$ cat src/rtl/operand_bus_arbiter.sv
// rtl/operand_bus_arbiter.sv - round-robin 7-source bus arbiter with burst hold and stall watchdog
// Optional macro ARB_FAST_REARB_EN: re-arbitrate in the cycle a burst ends, removing the dead cycle.
module operand_bus_arbiter #(
   parameter int N       = 32,
   parameter int TIMEOUT = 64
) (
   input  logic         clk,
   input  logic         rst,
   input  logic [6:0]   req,
   input  logic [6:0]   last,
   input  logic [N-1:0] d0,
   input  logic [N-1:0] d1,
   input  logic [N-1:0] d2,
   input  logic [N-1:0] d3,
   input  logic [N-1:0] d4,
   input  logic [N-1:0] d5,
   input  logic [N-1:0] d6,
   input  logic         bus_ready,
   output logic         bus_valid,
   output logic [N-1:0] bus_data,
   output logic [2:0]   sel,
   output logic [6:0]   grant,
   output logic         timeout_err
);

   typedef enum logic {IDLE, BUSY} state_t;

   state_t     state;
   logic [2:0] ptr;
   logic [7:0] wd;

   logic       win_found;
   logic [2:0] win;
   logic [3:0] cand;
   logic       owner_req;
   logic       beat;
   logic       end_last;
   logic       abort;
   logic       expire;

   // First requester at or after ptr, wrapping 6 -> 0.
   always_comb begin
      win_found = 1'b0;
      win       = ptr;
      cand      = 4'd0;
      for (int i = 0; i < 7; i++) begin
         cand = {1'b0, ptr} + 4'(i);
         if (cand >= 4'd7) cand = cand - 4'd7;
         if (!win_found && req[cand[2:0]]) begin
            win_found = 1'b1;
            win       = cand[2:0];
         end
      end
   end

   always_comb begin
      bus_data = d0;
      case (sel)
         3'd0:    bus_data = d0;
         3'd1:    bus_data = d1;
         3'd2:    bus_data = d2;
         3'd3:    bus_data = d3;
         3'd4:    bus_data = d4;
         3'd5:    bus_data = d5;
         3'd6:    bus_data = d6;
         default: bus_data = d0;
      endcase
   end

   // A completed beat counts as progress, so it always suppresses expiry.
   assign owner_req = req[sel];
   assign bus_valid = (state == BUSY) && owner_req;
   assign beat      = bus_valid && bus_ready;
   assign end_last  = beat && last[sel];
   assign abort     = (state == BUSY) && !owner_req;
   assign expire    = bus_valid && !beat && (wd == 8'(TIMEOUT - 1));

   always_ff @(posedge clk) begin
      if (rst) begin
         state       <= IDLE;
         grant       <= '0;
         sel         <= '0;
         ptr         <= '0;
         wd          <= '0;
         timeout_err <= 1'b0;
      end else begin
         case (state)
            IDLE: begin
               if (win_found) begin
                  state <= BUSY;
                  grant <= 7'b1 << win;
                  sel   <= win;
                  ptr   <= (win == 3'd6) ? 3'd0 : win + 3'd1;
                  wd    <= '0;
               end
            end
            BUSY: begin
               if (end_last || abort) begin
`ifdef ARB_FAST_REARB_EN
                  // ptr already sits just past the outgoing owner, making it lowest priority.
                  if (win_found) begin
                     grant <= 7'b1 << win;
                     sel   <= win;
                     ptr   <= (win == 3'd6) ? 3'd0 : win + 3'd1;
                     wd    <= '0;
                  end else begin
                     state <= IDLE;
                     grant <= '0;
                  end
`else
                  state <= IDLE;
                  grant <= '0;
`endif
               end else if (expire) begin
                  state       <= IDLE;
                  grant       <= '0;
                  timeout_err <= 1'b1;
               end else if (beat) begin
                  wd <= '0;
               end else begin
                  wd <= wd + 8'd1;
               end
            end
            default: begin
               state <= IDLE;
               grant <= '0;
            end
         endcase
      end
   end

endmodule

$ cat config.mk
export PLATFORM = sky130hd
export DESIGN_NAME = operand_bus_arbiter
export DESIGN_NICKNAME = d
export VERILOG_FILES = /design/src/rtl/operand_bus_arbiter.sv
export SDC_FILE = /design/constraint.sdc
export NUM_CORES = 1
export LEC_CHECK = 0
export ABC_AREA = 1
export CORE_MARGIN = 4
export CORE_UTILIZATION = 40
export CTS_CLUSTER_DIAMETER = 80
export CTS_CLUSTER_SIZE = 20
export DETAILED_ROUTE_END_ITERATION = 6
export DONT_BUFFER_PORTS = 1
export PLACE_DENSITY = 0.63
export SYNTH_ARGS = -nofsm -noshare
export SYNTH_HDL_FRONTEND = slang
export SYNTH_SLANG_ARGS = --single-unit
$ cat constraint.sdc
create_clock -name clk -period 3.29 [get_ports clk]
set_input_delay 0.658 -clock clk [delete_from_list [all_inputs] [get_ports clk]]
set_output_delay 0.658 -clock clk [all_outputs]
set_load 0.01 [all_outputs]
==> metrics.txt <==
outcome finished clean; # IOs 285; power per standard cell area 1160 nW/µm²; Synth area leaders nand3_1, nand2_1, dfxtp_1; clk buf depth 2; initial antenna violation count 5; crit path DAT 3.35 ns; Wirelength per Cell 21.0 µm; worst-skew pair later-pin latency 0.27 ns; CTS tree done; # DRC 0; Period Utilization, post-route 0.955; crit path time final 3.14 ns; Max FO, Critical Path 9; Die Area 12500 µm²; Worst-Margin Slew 0.558 ns; final-report hold violation count 0; vias in the first global route 5006; fill count 1133; most frequent cells after synthesis nand2_1, nand3_1, inv_1; post-synth top area cell nand3_1; area grow syn2layout 8.91%; maxcap violations 0; hold buffer count at cts 0; Avg Inst Size Synth 5.45 µm²; share of cells above drive strength 1 0.125; Synth Cell Area 4320 µm²; r2r setup slk 0.15 ns; Synth top area share 0.229; hpwl dp 15800 µm; post-route ant nets 0; Cells after Synth 793; Final Max Tran Viols 0; Die Y-Extent 112 µm; YS warnings 0; hold slack 0.443 ns; crit end category register; R2R Path Start ptr[1]; Slew headroom 0.627; final WL 19400 µm; GRT Overall Usage 0.282; CTS root buffer clkbuf_8; main flop type after synthesis dfxtp_1; RSZ-0062 raised after global routing yes; setup_tns 0 ns; reg2reg path depth 23; fin cells 922; register area share after synthesis 0.107; # H-tree levels 1; CTS buffer count 3; Leak 2.19 nW; f_max 318 MHz; Overflow after GRT 0; final setup vio count 0; Die Wd 112 µm; number of vias per cell 6.17; FFs w/ async S/R, synth 0; count leader, synth nand2_1; largest net degree at the start of global routing 97; worst setup path end ptr[2]; Post-Place Cells 909; 1st-iter DRT viols 770; Worst EP required 3.50 ns; Core ar. 10400 µm²; Reg clk slew, reported paths 0.09 ns; num rows 37; Cell variety after synth 38; IO buf count 0; Layout Skew 0.00472 ns; Setup crit start ptr[1]; first-pass GRT wire length 28300 µm; vias 5685; WS Path Type reg -> reg; crit path launch type register; worst vdd ir 0.679 mV; Initial Utilization 0.415; DRT Pass-1 Iters 6; Yosys reg bits 23; FF-to-FF End ptr[2]; Post-synth EDFFs 0; Worst Hold Class in -> reg; CTS Sinks 23; fin nets 1038; GPL Wtd Cong 1.01; net count after synthesis 1049
cell families after synthesis:
group,share of synthesized area
AND/OR/NAND/NOR,0.567
buffers and inverters,0.111
AO/OA/AOI/OAI,0.164
flip-flops,0.107
adder cells (fa/ha/maj),0.0452
XOR/XNOR,0.00608
cell type report:
class	count	area, µm²	share of cell area
flip-flops and latches	23	467	0.0991
inverters	74	284	0.0603
multi-input cells	652	3500	0.744
repair buffers	28	226	0.0481
clock inverters	1	5.00	0.00106
clock buffers	3	41.3	0.00877
well taps	136	170	0.0361
diodes	5	12.5	0.00266
what timing repair did:
action / CTS / global route
resized for setup: 0 / 36
setup buffers: 0 / 4
setup endpoints to repair: 0 / 11
state kept, by name, summed over array words and instances, names as in the netlist:
register and flops:
sel 3, timeout_err 1, grant 7, wd 8, ptr 3, state 1
placed cells by master, fill, tap and decap left out, types with 3 or more instances in the layout:
cell type	n
nand2_1	233
nand3_1	193
inv_1	60
nand4_1	37
a221oi_1	33
buf_4	26
o21ai_0	24
a21oi_1	23
nor2_1	22
dfxtp_1	20
nand2_2	14
inv_2	12
o21ai_1	7
nand2_4	7
nand3_2	7
ha_1	7
o211ai_1	6
diode_2	5
ha_2	5
nor2_2	4
o22ai_1	4
xor2_1	3
clkbuf_8	3
stage by stage:
step	worst slack, ns	instance area [µm²]	utilization	total power, W
after CTS	0.0372	4540	0.436	0.00511
final	0.147	4710	0.452	0.00546
after floorplan	0.125	4320	-	0.00388
after global placement	0.120	4490	0.431	0.00492
after global routing	-0.0714	4710	0.452	0.00602
after detailed placement	0.0573	4490	0.431	0.00492
where the power goes:
part | total, W | internal [W] | switching [W]
combinational | 0.00480 | 0.00155 | 0.00324
clock | 0.000183 | 0.0000847 | 0.0000979
sequential | 0.000480 | 0.000367 | 0.000112
routing by layer:
layer | vias up | share of wire | track usage
li1 | 2733 | - | -
met3 | 34 | 0.11 | 0.0598
met1 | 2563 | 0.36 | 0.342
met4 | 0 | 0.036 | 0.107
met5 | - | 0 | 0
met2 | 355 | 0.50 | 0.488
worst max-delay path: stages (launching register included):
cell and delay [ns]:
dfxtp_2 0.33, buf_6 0.13, ha_2 0.20, ha_4 0.28, nand2_2 0.08, inv_2 0.09
nand2_4 0.08, nand2_4 0.10, nand2_1 0.08, nand3_1 0.11, nand3_2 0.10, nand2_4 0.14
nand4_4 0.14, nor2_4 0.23, nand3_2 0.14, o21ai_1 0.10, inv_1 0.06, nand2_2 0.08
nand2_4 0.08, nor2_2 0.10, ha_1 0.22, inv_1 0.05, nand2_1 0.06, a21oi_2 0.10
worst min path at each step:
stage	from	endpoint	depth (start not counted)
after detailed placement	wd[1]	wd[1]	2
after global placement	wd[2]	wd[2]	2
after global routing	rst	ptr[0]	1
after CTS	rst	grant[3]	1
final	rst	ptr[0]	1
after floorplan	wd[2]	wd[2]	2
Power figures use the tool's default switching activity.
